==> config.mk <==
export PLATFORM = sky130hd
export DESIGN_NAME = ahb_bus_matrix_output_arb
export DESIGN_NICKNAME = d
export VERILOG_FILES = /design/src/rtl/ahb_bus_matrix_pkg.sv /design/src/rtl/ahb_bus_matrix_arb3.sv /design/src/rtl/ahb_bus_matrix_output_arb.sv
export SDC_FILE = /design/constraint.sdc
export NUM_CORES = 1
export LEC_CHECK = 0
export ABC_AREA = 1
export BUFFER_PORTS_ARGS = -buffer_cell sky130_fd_sc_hd__buf_2
export CORE_AREA = 5 5 117 119
export CTS_CLUSTER_DIAMETER = 150
export DETAILED_ROUTE_END_ITERATION = 10
export DIE_AREA = 0 0 122 124
export GPL_TIMING_DRIVEN = 0
export PLACE_DENSITY = 0.54
export REMOVE_ABC_BUFFERS = 1
export SYNTH_ARGS = -nofsm -noshare
export SYNTH_HDL_FRONTEND = slang
export SYNTH_SLANG_ARGS = --single-unit
export TNS_END_PERCENT = 5
==> constraint.sdc <==
create_clock -name HCLK -period 1.9 [get_ports HCLK]
set_input_delay 0.19 -clock HCLK [delete_from_list [all_inputs] [get_ports HCLK]]
set_output_delay 0.19 -clock HCLK [all_outputs]
set_load 0.01 [all_outputs]
==> src/rtl/ahb_bus_matrix_pkg.sv <==
// Shared types for the AHB bus-matrix output-port arbiter slice:
// HTRANS encodings, port count, port index type and the pick helper.
`timescale 1ns/1ps
package ahb_bus_matrix_pkg;

  localparam int NPORTS = 3;

  typedef logic [1:0] port_idx_t;

  typedef enum logic [1:0] {
    TRANS_IDLE   = 2'b00,
    TRANS_BUSY   = 2'b01,
    TRANS_NONSEQ = 2'b10,
    TRANS_SEQ    = 2'b11
  } htrans_e;

  // First requesting port found walking upward from start, wrapping.
  function automatic port_idx_t pick_port(
    input logic [NPORTS-1:0] req,
    input port_idx_t         start
  );
    port_idx_t p;
    logic      found;
    int        idx;
    p     = start;
    found = 1'b0;
    for (int k = 0; k < NPORTS; k++) begin
      idx = (int'(start) + k) % NPORTS;
      if (!found && req[idx]) begin
        p     = port_idx_t'(idx);
        found = 1'b1;
      end
    end
    return p;
  endfunction

endpackage

==> src/rtl/ahb_bus_matrix_arb3.sv <==
// Three-input grant selector for one bus-matrix output port.
// AHB_BUS_MATRIX_RR_ARB_EN selects round-robin, else fixed S0>S1>S2.
`timescale 1ns/1ps
module ahb_bus_matrix_arb3
  import ahb_bus_matrix_pkg::*;
(
  input  logic              i_clk,
  input  logic              i_rst_n,
  input  logic              i_ready,
  input  logic [NPORTS-1:0] i_req,
  input  logic [NPORTS-1:0] i_hold,
  output port_idx_t         o_port,
  output logic              o_no_port
);

  port_idx_t r_port;
  logic      r_no_port;
  port_idx_t w_start;
  logic      w_hold;

  // Only the port currently owning the address phase may hold it.
  assign w_hold = ~r_no_port & i_hold[r_port];

`ifdef AHB_BUS_MATRIX_RR_ARB_EN
  port_idx_t r_last;

  assign w_start = (r_last == port_idx_t'(NPORTS-1)) ?
                   '0 : r_last + 2'd1;

  always_ff @(posedge i_clk) begin
    if (!i_rst_n)
      r_last <= port_idx_t'(NPORTS-1);
    else if (i_ready && !w_hold && (|i_req))
      r_last <= o_port;
  end
`else
  assign w_start = '0;
`endif

  always_comb begin
    o_port    = r_port;
    o_no_port = r_no_port;
    if (i_ready) begin
      if (w_hold) begin
        o_no_port = 1'b0;
      end else if (|i_req) begin
        o_port    = pick_port(i_req, w_start);
        o_no_port = 1'b0;
      end else begin
        o_no_port = 1'b1;
      end
    end
  end

  always_ff @(posedge i_clk) begin
    if (!i_rst_n) begin
      r_port    <= '0;
      r_no_port <= 1'b1;
    end else begin
      r_port    <= o_port;
      r_no_port <= o_no_port;
    end
  end

endmodule

==> src/rtl/ahb_bus_matrix_output_arb.sv <==
// AHB bus-matrix output stage: arbitrates S0..S2 onto one slave port.
// Build with AHB_BUS_MATRIX_RR_ARB_EN for round-robin arbitration.
`timescale 1ns/1ps
module ahb_bus_matrix_output_arb
  import ahb_bus_matrix_pkg::*;
(
  input  logic        HCLK,
  input  logic        HRESETn,
  input  logic [2:0]  sel_op,
  input  logic [95:0] addr_op,
  input  logic [5:0]  trans_op,
  input  logic [2:0]  write_op,
  input  logic [8:0]  size_op,
  input  logic [8:0]  burst_op,
  input  logic [2:0]  mastlock_op,
  input  logic [95:0] wdata_op,
  input  logic        HREADYOUTM,
  output logic [2:0]  active_op,
  output logic        HSELM,
  output logic [31:0] HADDRM,
  output logic [1:0]  HTRANSM,
  output logic        HWRITEM,
  output logic [2:0]  HSIZEM,
  output logic [2:0]  HBURSTM,
  output logic        HMASTLOCKM,
  output logic [31:0] HWDATAM,
  output logic        HREADYMUXM
);

  logic [NPORTS-1:0] w_req;
  logic [NPORTS-1:0] w_hold;
  port_idx_t         w_port;
  logic              w_no_port;
  port_idx_t         r_data_port;
  logic              r_data_valid;

  // Bursts hold while still selected; a lock holds even across IDLE.
  for (genvar i = 0; i < NPORTS; i++) begin : g_port
    logic [1:0] w_t;
    assign w_t       = trans_op[2*i +: 2];
    assign w_req[i]  = sel_op[i] & (w_t != TRANS_IDLE);
    assign w_hold[i] = mastlock_op[i] |
                       (sel_op[i] &
                        ((w_t == TRANS_SEQ) || (w_t == TRANS_BUSY)));
  end

  ahb_bus_matrix_arb3 u_arb (
    .i_clk     (HCLK),
    .i_rst_n   (HRESETn),
    .i_ready   (HREADYMUXM),
    .i_req     (w_req),
    .i_hold    (w_hold),
    .o_port    (w_port),
    .o_no_port (w_no_port)
  );

  assign active_op  = w_no_port ? 3'b000 : (3'b001 << w_port);
  assign HSELM      = sel_op[w_port] & ~w_no_port;
  assign HTRANSM    = w_no_port ? TRANS_IDLE : trans_op[2*w_port +: 2];
  assign HADDRM     = addr_op[32*w_port +: 32];
  assign HWRITEM    = write_op[w_port];
  assign HSIZEM     = size_op[3*w_port +: 3];
  assign HBURSTM    = burst_op[3*w_port +: 3];
  assign HMASTLOCKM = mastlock_op[w_port];

  always_ff @(posedge HCLK) begin
    if (!HRESETn) begin
      r_data_port  <= '0;
      r_data_valid <= 1'b0;
    end else if (HREADYMUXM) begin
      r_data_port  <= w_port;
      r_data_valid <= HSELM & HTRANSM[1];
    end
  end

  assign HWDATAM    = wdata_op[32*r_data_port +: 32];
  assign HREADYMUXM = r_data_valid ? HREADYOUTM : 1'b1;

endmodule

After elaboration in Yosys (flattened, before gate mapping). Cells that the tools add are included.

Logic and storage cells: 71. Output and inout port bits: 79. Register bits after elaboration: 6.

Multiplexer cells: 27. Bitwise logic cells: 14. Equal/unequal tests: 6. Shift-type cells: 6. $mul: 1. $lt $le $gt $ge: 2. Reduce and logical (&&, ||, !) cells: 11.

Operator list (count): 96-bit by 8-bit indexed part select with 32-bit output (2); 9-bit by 5-bit indexed part select with 3-bit output (2); 1-bit 2-to-1 mux (17); 2-bit 2-to-1 mux (5); 1-bit bitwise AND (9); 1-bit binary-select mux with 2-bit select (4); 2-bit by 1-bit equality test with 1-bit output (second input constant) (3); 2-bit equality test (second input constant) (3); 2-bit by 3-bit < comparator with 1-bit output (second input constant) (2); 2-bit nonzero test (3); 6-bit by 4-bit indexed part select with 2-bit output (1); 2-bit by 2-bit multiplier with 4-bit output (first input constant) (1); 1-bit logical OR (3); 3-bit 2-to-1 mux (1); 1-bit OR (3); 3-bit OR reduction (1); 1-bit by 2-bit left shift with 3-bit output (first input constant) (1); 1-bit logical AND (2); 1-bit logical NOT (2); 1-bit NOT (2).

Longest topological paths before layout. Gate-level depths: netlist (run 1).

Depth in word-level cells: 25. Mapped depth: 14. Mapped depth without buffers: 14.

Cells and area by module. From an unflattened synthesis (run 1), not the netlist that was laid out.

Cells, all modules: 413. Area, all modules: 2172.1 um^2.

By module, submodules not included: ahb_bus_matrix_output_arb (times used 1, cells an instance 379, area an instance 1970.6 um^2); ahb_bus_matrix_arb3 (times used 1, cells an instance 34, area an instance 201.4 um^2).

Worst setup path before layout (run 1). No wires, ideal clock.

Kind: register to output. From: register u_arb.r_port[0]. To: output HADDRM[0]. Arrival time: 1.518 ns. Cell stages (with the launch flop): 12. Data required time: 1.710 ns. Slack: 0.192 ns. Buffers on the path: 1. Cell sequence: dfxtp_1 inv_2 nor2_2 a21oi_2 nand3_2 nand3_1 nand2_1 nand2_4 inv_2 buf_6 o21ai_1 o21ai_0.

Word-level cells in the longest chain between the ends: 6. Elaborated cells between the ends (all ways): 7. Classes of those cells: shift: 1; mux: 5; bitwise: 1.

Ends and longest elaborated chain: from (decl) (RTL line ahb_bus_matrix_arb3.sv:16) `port_idx_t r_port;`; from (signal assigned) (RTL line ahb_bus_matrix_arb3.sv:60) `r_port <= o_port;`; 1-bit binary-select mux with 2-bit select (RTL line ahb_bus_matrix_arb3.sv:22) `assign w_hold = ~r_no_port & i_hold[r_port];`; 1-bit 2-to-1 mux (implied by the code) (RTL line ahb_bus_matrix_arb3.sv:22); 1-bit bitwise AND (RTL line ahb_bus_matrix_arb3.sv:22); 2-bit 2-to-1 mux (RTL line ahb_bus_matrix_arb3.sv:44) `if (w_hold) begin`; 2-bit 2-to-1 mux (*) (RTL line ahb_bus_matrix_arb3.sv:43) `if (i_ready) begin`; 96-bit by 8-bit indexed part select with 32-bit output (*) (RTL line ahb_bus_matrix_output_arb.sv:60) `assign HADDRM = addr_op[32*w_port +: 32];`; to (decl) (RTL line ahb_bus_matrix_output_arb.sv:20) `output logic [31:0] HADDRM,`.

Mark *: on every way between the ends. The rest lies on a longest branch, timed or not. The select of a mux whose other input is x is not followed.

Final worst setup path (run 1).
From: register u_arb.r_port[0]. To: output HTRANSM[0].

Word-level cells in the longest chain between the ends: 7. Elaborated cells between the ends (all ways): 10. Classes of those cells: shift: 1; mux: 8; bitwise: 1.

Ends and longest elaborated chain: 1-bit binary-select mux with 2-bit select (RTL line ahb_bus_matrix_arb3.sv:22); 1-bit 2-to-1 mux (implied by the code) (RTL line ahb_bus_matrix_arb3.sv:22); 1-bit bitwise AND (RTL line ahb_bus_matrix_arb3.sv:22); 2-bit 2-to-1 mux (RTL line ahb_bus_matrix_arb3.sv:44); 2-bit 2-to-1 mux (RTL line ahb_bus_matrix_arb3.sv:43); 6-bit by 4-bit indexed part select with 2-bit output (RTL line ahb_bus_matrix_output_arb.sv:59) `assign HTRANSM = w_no_port ? TRANS_IDLE : trans_op[2*w_port +: 2];`; 2-bit 2-to-1 mux (*) (RTL line ahb_bus_matrix_output_arb.sv:59); to (decl) (RTL line ahb_bus_matrix_output_arb.sv:21) `output logic [1:0] HTRANSM,`.

Marks and branches as above.

==> qor.yml, run 1 <==
status:
  outcome: "complete, but fails checks"
  violations: "negative setup slack"
layout:
  post-route-cell-area_mm2: 0.004352
  final_layout_size_suffix_gt1_share_pct: 54.58
  final_util_pct: 34.91
  n_antenna_cell: 0
  fill_cells: 1452
  nets: 950
  seq_area_um2: 128.9
  area_growth_pct: 114.7
  multiInputGateArea_mm2: 0.001943
  layout.cells.non_filler: 892
setup_path:
  path_buf_inv: 5
  worst_ep_required_time_ns: 1.71
  path_class: "reg2out"
  critPathTopFamily: "simple AND/OR/NAND/NOR gates"
  endpoint_kind: "primary output"
  crit_chain: "inv_4 > nor2_4 > a21oi_4 > nand3_4 > buf_6 > nand3_4 > nand2_8 > nor2_4 > buf_6 > inv_4 > nor2_4 > nand2_2 > nand3_2 > buf_6"
  cp_max_fo: 8
  slowest_stage: "dfxtp_4"
  r2r_setup_slack_ns: 0.04
  slowest_delay_ns: 0.35
  arrival_ns: 2.02
  start_kind: "register"
logic_synthesis:
  ys_async_sr_fraction_pct: 0
  ys_seq_area_share_pct: 5.926
  yosysWarnings: 0
  syn_area_per_cell_um2: 4.980
  synth_edf_count: 0
  yosysMostFrequentCell: "nor2_1"
  syn_area_mm2: 0.002027
  yosysTopAreaCellShare_pct: 21.48
  synthCells: 407
  synth.distinct_cells: 25
  yosys-top-cells-count: "116 x nor2_1, 65 x nand2_1, 41 x nand3_1, 41 x o21ai_0, 41 x o21ai_1"
  ys_top_cells_by_area: "nor2_1 21%, nand2_1 12%, o31ai_1 12%"
  synth.largest_area_cell: "nor2_1"
  synth_flop_cell: "dfxtp_1"
  synth-seq-cells: 6
sta:
  fmax_ghz: 0.4518
  hold_slack_ns: 0.1756
  finalCritPeriodShare_pct: 116.5
  rsz0062_at_grt: "true"
  hold_viol: 0
  layout_min_cycle_time_ns: 2.214
  tns_ns: -10.78
  skew_ns: 0.003167
  setup_ws_ns: -0.3136
  finalMaxSlewViolations: 0
  worstMarginPinSlew_ns: 0.4319
  relSlewSlack_pct: 71.21
  setup_viol: 46
floorplan:
  num_rows: 41
  die_y_um: 124
  io_pins: 307
  die_w_um: 122
  fp.coreArea_mm2: 0.01247
  start_util_pct: 16.26
  die-area_mm2: 0.01513
pwr:
  p_per_area_mw_per_mm2: 640.1
  power_leakage_nw: 2.256
  peakVddDrop_mv: 0.2501
drt:
  antenna_left: 0
  wire_per_inst_um: 16.89
  route.vias.total: 4073
  via_per_inst: 4.566
  dr.pass1.iters: 4
  wl_um: 15070
  post-route-drc-count: 0
  drt-initial-drc-count: 119
global_route:
  grt_pass1_vias: 4121
  grt_first_pass_wirelength_um: 21000
  grt_max_degree: 65
  gr-total-overflow: 0
  grt_usage_pct: 17.95
  antenna_found_initial: 0
run:
  drv_cap: 0
clock_tree:
  cts_sinks: 6
  cts_hold_buf: 0
  clk_pin_slew_ns: 0.04
  cts.path.max_buffers: 2
  cts_tree: "built"
  root_buffer: "clkbuf_16"
  cts_made_buffers: 3
  cts_max_level: 1
  clock_latency_ns: 0.23
min_path:
  hold_path.class: "in2reg"
place:
  port_buffers: 306
  dp.cells: 853
  gp_congestion: 0.8415
  hpwl_um: 11100
  placed_cell_area_mm2: 0.003622
==> flip-flops by register name (all words and copies together) (netlist names) <==
signal           cells
r_data_port          2
u_arb.r_port         2
r_data_valid         1
u_arb.r_no_port      1
==> metrics by stage <==
step	setup WS (ns)	power, mW
detailed placement	-1.165	1.954
finish	-0.3136	2.785
global route	-0.4249	3.015
global placement	-1.216	1.946
floorplan	-0.2989	1.070
CTS	-0.3588	2.657
==> power breakdown <==
| group | switching (mW) | internal (mW) | total, mW |
|---|---|---|---|
| combinational | 1.25 | 0.998 | 2.24 |
| clock | 0.0772 | 0.271 | 0.348 |
| sequential | 0.0512 | 0.142 | 0.193 |
| total | 1.38 | 1.41 | 2.79 |
==> cell type report <==
| type | count | share of cell area, % |
|---|---|---|
| flip-flops and latches | 6 | 2.961 |
| multi-input cells | 358 | 44.65 |
| repair buffers | 335 | 43.53 |
| clock buffers | 3 | 1.725 |
| well taps | 172 | 4.945 |
| inverters | 18 | 2.185 |
==> logic make-up after synthesis <==
kind of cell | Yosys count | synth area share, %
buffers and inverters | 51 | 11.85
AND/OR/NAND/NOR | 230 | 47.84
flip-flops | 6 | 5.926
AO/OA/AOI/OAI | 120 | 34.38
==> final timing paths <==
path | from | endpoint | depth (start not counted)
worst max-delay path | u_arb.r_port[0] | HTRANSM[0] | 14
worst max register to register | u_arb.r_port[0] | r_data_valid | 14
worst min-delay path | HRESETn | u_arb.r_no_port | 2
worst min register to register | r_data_valid | r_data_valid | 4
==> per-layer routing <==
layer  track usage [%]  up-vias  part of all wire, %
li1                  -     2021                    -
met1             17.58     1802                   34
met2             37.15      228                   54
met3             3.815       22                  9.8
met4             5.392        0                  2.2
met5                 0        -                    0
==> worst register-to-register path, stage by stage, from the launching register on <==
cell	delay, ns
dfxtp_4	0.35
inv_4	0.07
nor2_4	0.04
a21oi_4	0.14
nand3_4	0.15
buf_6	0.16
nand3_4	0.08
nand2_8	0.13
nor2_4	0.13
buf_6	0.13
buf_4	0.11
nand3_2	0.05
nand2_2	0.08
nand2_1	0.06
a21oi_1	0.11
==> layout by cell type, fill, tap and decap left out, types with 2 or more instances in the layout <==
| cell type | count |
|---|---|
| buf_12 | 7 |
| buf_2 | 298 |
| buf_4 | 20 |
| buf_6 | 10 |
| clkbuf_16 | 3 |
| dfxtp_1 | 3 |
| dfxtp_4 | 2 |
| inv_1 | 12 |
| inv_4 | 3 |
| nand2_1 | 51 |
| nand2_2 | 11 |
| nand2_4 | 4 |
| nand2_8 | 2 |
| nand3_1 | 36 |
| nand3_2 | 4 |
| nand3_4 | 7 |
| nor2_1 | 111 |
| nor2_2 | 4 |
| nor2_4 | 7 |
| o211ai_1 | 2 |
| o21ai_0 | 30 |
| o21ai_1 | 46 |
| o21ai_2 | 6 |
| o31ai_1 | 32 |
==> repair_timing <==
action                     4_1_cts  5_1_grt
setup endpoints to repair       80       54
buffers inserted                20        8
gates cloned                     7        1
pin swaps                       13       16
resized for setup               57       33
No activity file was read; power rests on OpenSTA's default activity.
==> run 2, diff against run 1 <==
CORE_AREA = 5 5 115 117   (was 5 5 117 119)
DIE_AREA = 0 0 120 122   (was 0 0 122 124)
PLACE_DENSITY = 0.56   (was 0.54)
clock period = 2.9 ns   (was 1.9 ns; I/O delays follow)
==> qor.yml, run 2 (synthesis results as in run 1) <==
status:
  outcome: "finished clean"
sta:
  finalMaxSlewViolations: 0  # unchanged
  worstMarginPinSlew_ns: 0.9750  # +0.5431 ns
  finalCritPeriodShare_pct: 92.70
  setup_ws_ns: 0.2117  # +0.5253 ns
  relSlewSlack_pct: 35.00  # -36 points
  setup_viol: 0  # -100%
  hold_slack_ns: 0.2796  # +0.1040 ns
  tns_ns: 0  # +10.78 ns
  rsz0062_at_grt: "true"
  layout_min_cycle_time_ns: 2.688
  fmax_ghz: 0.3720
  skew_ns: 0.0004307  # -0.002737 ns
  hold_viol: 0  # unchanged
setup_path:
  path_common_cell: "nand2_1"
  crit_path_start: "u_arb.r_port[0]"
  arrival_ns: 2.40  # +0.38 ns
  r2r_end: "r_data_valid"
  path_class: "reg2out"
  critPathTopFamily: "simple AND/OR/NAND/NOR gates"
  cp_max_fo: 47  # +39
  path_buf_inv: 2  # -3
  crit_chain: "inv_2 > nor2_2 > a21oi_2 > nand3_2 > nand2_1 > nand2_1 > nand3_4 > nor2_4 > nand2_1 > o21ai_1 > buf_2"
  slowest_stage: "nor2_4"
  start_kind: "register"
  slowest_delay_ns: 0.51  # +0.16 ns
  endpoint: "HADDRM[25]"
  path_depth: 11  # -3
  reg2reg_from: "u_arb.r_port[0]"
  r2r_setup_slack_ns: 0.71  # +0.67 ns
  endpoint_kind: "primary output"
  worst_ep_required_time_ns: 2.61  # +0.90 ns
  rr_worst_depth: 13  # -1
floorplan:
  io_pins: 307  # unchanged
  die_w_um: 120  # -1.6%
  fp.coreArea_mm2: 0.01226  # -1.6%
  start_util_pct: 16.53  # +0.27 points
  die_y_um: 122  # -1.6%
  die-area_mm2: 0.01464  # -3.2%
  num_rows: 41  # unchanged
clock_tree:
  clock_latency_ns: 0.23  # about the same
  root_buffer: "clkbuf_16"
  cts.path.max_buffers: 2  # unchanged
  cts_tree: "built"
  cts_max_level: 1  # unchanged
  cts_made_buffers: 3  # unchanged
  cts_sinks: 6  # unchanged
  clk_pin_slew_ns: 0.03  # about the same
drt:
  route.vias.total: 3858  # -5.3%
  wl_um: 13030  # -14%
  antenna_left: 0  # unchanged
  post-route-drc-count: 0  # unchanged
  dr.pass1.iters: 5  # +1
  via_per_inst: 4.582  # +0.35%
  drt-initial-drc-count: 168  # +41%
  wire_per_inst_um: 15.47  # -8.4%
layout:
  reg.largest.list: "r_data_port: 2 flops, u_arb.r_port: 2 flops"
  post-route-cell-area_mm2: 0.003765  # -13%
  final_util_pct: 30.71  # -4.2 points
  final_layout_size_suffix_gt1_share_pct: 48.19  # -6.4 points
  nets: 921  # -3.1%
  area_growth_pct: 85.74
  final_common_cell: "buf_2"
  final_cell_mix: "306 x buf_2, 116 x nor2_1, 65 x nand2_1"
  layout.cells.non_filler: 842  # -5.6%
  fill_cells: 1474  # +1.5%
global_route:
  grt_max_degree: 65  # unchanged
  grt_pass1_vias: 3856  # -6.4%
  grt_usage_pct: 16.28  # -1.7 points
  antenna_found_initial: 2  # +2
  gr-total-overflow: 0  # unchanged
  grt_first_pass_wirelength_um: 19180  # -8.7%
place:
  hpwl_um: 10390  # -6.4%
  dp.cells: 831  # -2.6%
  gp_congestion: 0.8617  # +2.4%
  port_buffers: 306  # unchanged
  placed_cell_area_mm2: 0.003595  # -0.76%
  dpl_worst_slack_ns: -0.3186  # +0.8467 ns
min_path:
  hold_path.class: "in2reg"
pwr:
  p_per_area_mw_per_mm2: 404.5  # -37%
  totalPowerFinal_mw: 1.523  # -45%
  power_leakage_nw: 2.024  # -10%
  peakVddDrop_mv: 0.1404  # -44%
run:
  drv_cap: 0  # unchanged
==> run 2: cell count changes in the layout (fill, tap and decap cells not counted), moves of 6 or more <==
cell / before / now
buf_4: 20 / 3
nand2_1: 51 / 65
nand2_2: 11 / 0
o21ai_0: 30 / 41
buf_6: 10 / 0
buf_2: 298 / 306
nand3_4: 7 / 1
o21ai_2: 6 / 0
==> run 2: worst reg2reg max path, cell delays in order, from the launching register on <==
cell     delay [ns]
dfxtp_2        0.35
inv_2          0.06
nor2_2         0.09
a21oi_2        0.06
nand3_2        0.13
nand2_1        0.08
nand2_1        0.12
nand3_4        0.43
nor2_4         0.35
buf_4          0.15
nand3_1        0.06
nand2_1        0.10
nand2_1        0.06
a21oi_1        0.11
==> run 2: how the worst min path moves through the flow <==
stage	startpoint	to	slack [ns]	depth (start not counted)
6_report	HRESETn	u_arb.r_no_port	0.28	2
5_1_grt	HRESETn	u_arb.r_no_port	0.30	2
4_1_cts	HRESETn	u_arb.r_no_port	0.28	2
3_5_place_dp	HRESETn	u_arb.r_no_port	0.51	2
3_3_place_gp	HRESETn	u_arb.r_no_port	0.51	2
2_1_floorplan	HRESETn	u_arb.r_no_port	0.36	1
==> run 2: cell type report <==
type | count | area (um2) | share of cell area, %
Antenna cell | 1 | 2.502 | 0.06647
Tap cell | 150 | 187.7 | 4.985
Timing Repair Buffer | 311 | 1594 | 42.34
Multi-Input combinational cell | 353 | 1709 | 45.40
Clock buffer | 3 | 75.07 | 1.994
Sequential cell | 6 | 123.9 | 3.290
Inverter | 18 | 72.57 | 1.928
==> run 2: timing repair <==
item                       in CTS  in global routing
pin swaps                       1                  1
hold buffers                    0                  0
buffers inserted                0                  4
cloned                          2                  1
gates resized for setup         4                  4
setup endpoints to repair      75                 41
==> run 2: report_power, final <==
group | internal (mW) | total [mW] | switching [mW]
logic | 0.485 | 1.18 | 0.698
clock network | 0.177 | 0.221 | 0.0442
registers | 0.0935 | 0.119 | 0.0254
total | 0.755 | 1.52 | 0.768
==> run 2: per-layer routing <==
| layer | vias to the layer above | global-route usage, % | wire [um] |
|---|---|---|---|
| li1 | 1954 | - | - |
| met1 | 1660 | 16.34 | 4524 |
| met2 | 227 | 33.05 | 6966 |
| met3 | 17 | 4.178 | 1324 |
| met4 | 0 | 3.937 | 211 |
| met5 | - | 0 | 0 |
==> run 3, diff against run 2 <==
RECOVER_POWER = 50   (was unset)
SKIP_CTS_REPAIR_TIMING = 1   (was unset)
==> qor.yml, run 3 (synthesis results as in run 1) <==
pwr:
  p_sw_share_pct: 50.39  # about the same
  power_leakage_nw: 2.013  # -0.55%
  pwr-share-clk_pct: 14.7  # +0.2 points
  peakVddDrop_mv: 0.1404  # about the same
  totalPowerFinal_mw: 1.498  # -1.6%
  p_per_area_mw_per_mm2: 401.2  # -0.82%
  p_comb_share_pct: 77.3  # -0.4 points
  internal_power_mw: 0.7431  # -1.6%
  switching_power_mw: 0.7548  # -1.7%
  p_seq_share_pct: 7.9  # about the same
setup_path:
  r2r_setup_slack_ns: 0.74  # +0.03 ns
  path_common_cell: "nand2_1"
  crit_chain: "inv_2 > nor2_2 > a21oi_2 > nand3_2 > nand2_1 > nand2_1 > nand3_4 > nor2_4 > nand2_1 > o21ai_0 > buf_2"
  cp_max_fo: 46  # -2.1%
  worst_ep_required_time_ns: 2.61  # about the same
  slowest_stage: "nor2_4"
  rr_worst_depth: 13  # unchanged
  reg2reg_from: "u_arb.r_port[0]"
  start_kind: "register"
  arrival_ns: 2.54  # +0.14 ns
  path_class: "reg2out"
  endpoint_kind: "primary output"
  slowest_delay_ns: 0.62  # +0.11 ns
  r2r_end: "r_data_valid"
layout:
  reg.largest.list: "r_data_port: 2 flops, u_arb.r_port: 2 flops"
  multiInputGateArea_mm2: 0.001698  # -0.66%
  final_common_cell: "buf_2"
  area_growth_pct: 84.20
  final_cell_mix: "306 x buf_2, 116 x nor2_1, 65 x nand2_1"
  final_layout_size_suffix_gt1_share_pct: 48.04  # -0.15 points
  post-route-cell-area_mm2: 0.003734  # -0.83%
  final_util_pct: 30.45  # -0.26 points
  fill_cells: 1470  # -0.27%
  layout.cells.non_filler: 840  # -0.24%
  seq_area_um2: 123.9  # unchanged
  nets: 919  # -0.22%
drt:
  route.vias.total: 3832  # -0.67%
  wl_um: 12800  # -1.7%
  dr.pass1.iters: 4  # -1
  post-route-drc-count: 0  # unchanged
  via_per_inst: 4.562  # -0.44%
  antenna_left: 0  # unchanged
  drt-initial-drc-count: 177  # +5.4%
  wire_per_inst_um: 15.24  # -1.5%
sta:
  skew_ns: 0.0004162  # -0.00001449 ns
  fmax_ghz: 0.3530  # -5.1%
  finalMaxSlewViolations: 0  # unchanged
  setup_viol: 0  # unchanged
  hold_slack_ns: 0.2795  # -0.0001000 ns
  layout_min_cycle_time_ns: 2.833  # +0.1444 ns
  rsz0062_at_grt: "true"
  hold_viol: 0  # unchanged
  relSlewSlack_pct: 35.01  # about the same
  finalCritPeriodShare_pct: 97.68  # +5.0 points
  worstMarginPinSlew_ns: 0.9748  # -0.0002046 ns
place:
  dp.cells: 831  # unchanged
  hpwl_um: 10390  # unchanged
  gp_congestion: 0.8617  # unchanged
  port_buffers: 306  # unchanged
  placed_cell_area_mm2: 0.003595  # unchanged
global_route:
  grt_pass1_vias: 3823  # -0.86%
  grt_max_degree: 65  # unchanged
  gr-total-overflow: 0  # unchanged
  grt_first_pass_wirelength_um: 18710  # -2.4%
  grt_usage_pct: 15.76  # -0.52 points
  antenna_found_initial: 2  # unchanged
clock_tree:
  cts_made_buffers: 3  # unchanged
  clock_latency_ns: 0.23  # about the same
  clk_pin_slew_ns: 0.03  # about the same
  cts_tree: "built"
  cts_max_level: 1  # unchanged
  cts.path.max_buffers: 2  # unchanged
  root_buffer: "clkbuf_16"
  cts_sinks: 6  # unchanged
floorplan:
  die_w_um: 120  # unchanged
  io_pins: 307  # unchanged
  die_y_um: 122  # unchanged
  num_rows: 41  # unchanged
  start_util_pct: 16.53  # unchanged
  fp.coreArea_mm2: 0.01226  # unchanged
  die-area_mm2: 0.01464  # unchanged
min_path:
  hold_depth: 2  # unchanged
  holdCritStartpoint: "HRESETn"
  hold_path_end: "u_arb.r_no_port"
  hold_path.class: "in2reg"
run:
  drv_cap: 0  # unchanged
status:
  outcome: "finished clean"
==> run 3: changes by cell type in the layout (fill, tap and decap cells not counted) <==
cell	previous run	this run
buf_12	2	1
nor2_4	5	4
==> run 3: final cells by class <==
cell class / instances / share of cell area (%)
flip-flops and latches: 6 / 3.318
diodes: 1 / 0.06702
clock buffers: 3 / 2.011
repair buffers: 310 / 42.16
multi-input cells: 352 / 45.48
inverters: 18 / 1.944
well taps: 150 / 5.027
==> run 3: power by group through the flow <==
| stage | clock (mW) | sequential, mW | combinational (mW) |
|---|---|---|---|
| floorplan | 0 | 0.126 | 0.576 |
| global placement | 0 | 0.143 | 1.12 |
| detailed placement | 0 | 0.120 | 1.15 |
| CTS | 0.226 | 0.119 | 1.15 |
| global route | 0.231 | 0.123 | 1.30 |
| finish | 0.221 | 0.119 | 1.16 |
==> run 3: stage by stage <==
step           setup TNS, ns  setup WS, ns
6_report                   0       0.06738
5_1_grt               -1.687       -0.1138
4_1_cts               -15.33       -0.4668
3_5_place_dp          -4.994       -0.3186
3_3_place_gp          -5.893       -0.3340
2_1_floorplan              0        0.6011
==> run 3: how the worst max path moves through the flow <==
stage,cells past startpoint,from,end
after global placement,15,sel_op[2],HTRANSM[0]
final,11,u_arb.r_port[0],HADDRM[0]
after detailed placement,15,sel_op[2],HTRANSM[0]
after CTS,13,u_arb.r_port[0],HTRANSM[0]
after floorplan,12,u_arb.r_port[0],HTRANSM[0]
after global routing,10,u_arb.r_port[1],HADDRM[0]
==> run 3: routing by layer <==
metal  GRT usage [%]  wire [um]
met1           16.06       4570
met5               0          0
met3           4.225       1279
met4           4.152        262
met2           31.40       6689
==> run 3: critical path, delay by kind of cell, from the launching register on <==
kind | cells | cell delay [ns]
flops | 1 | 0.35
compound gates | 2 | 0.17
simple gates | 7 | 1.54
buf+inv | 2 | 0.23
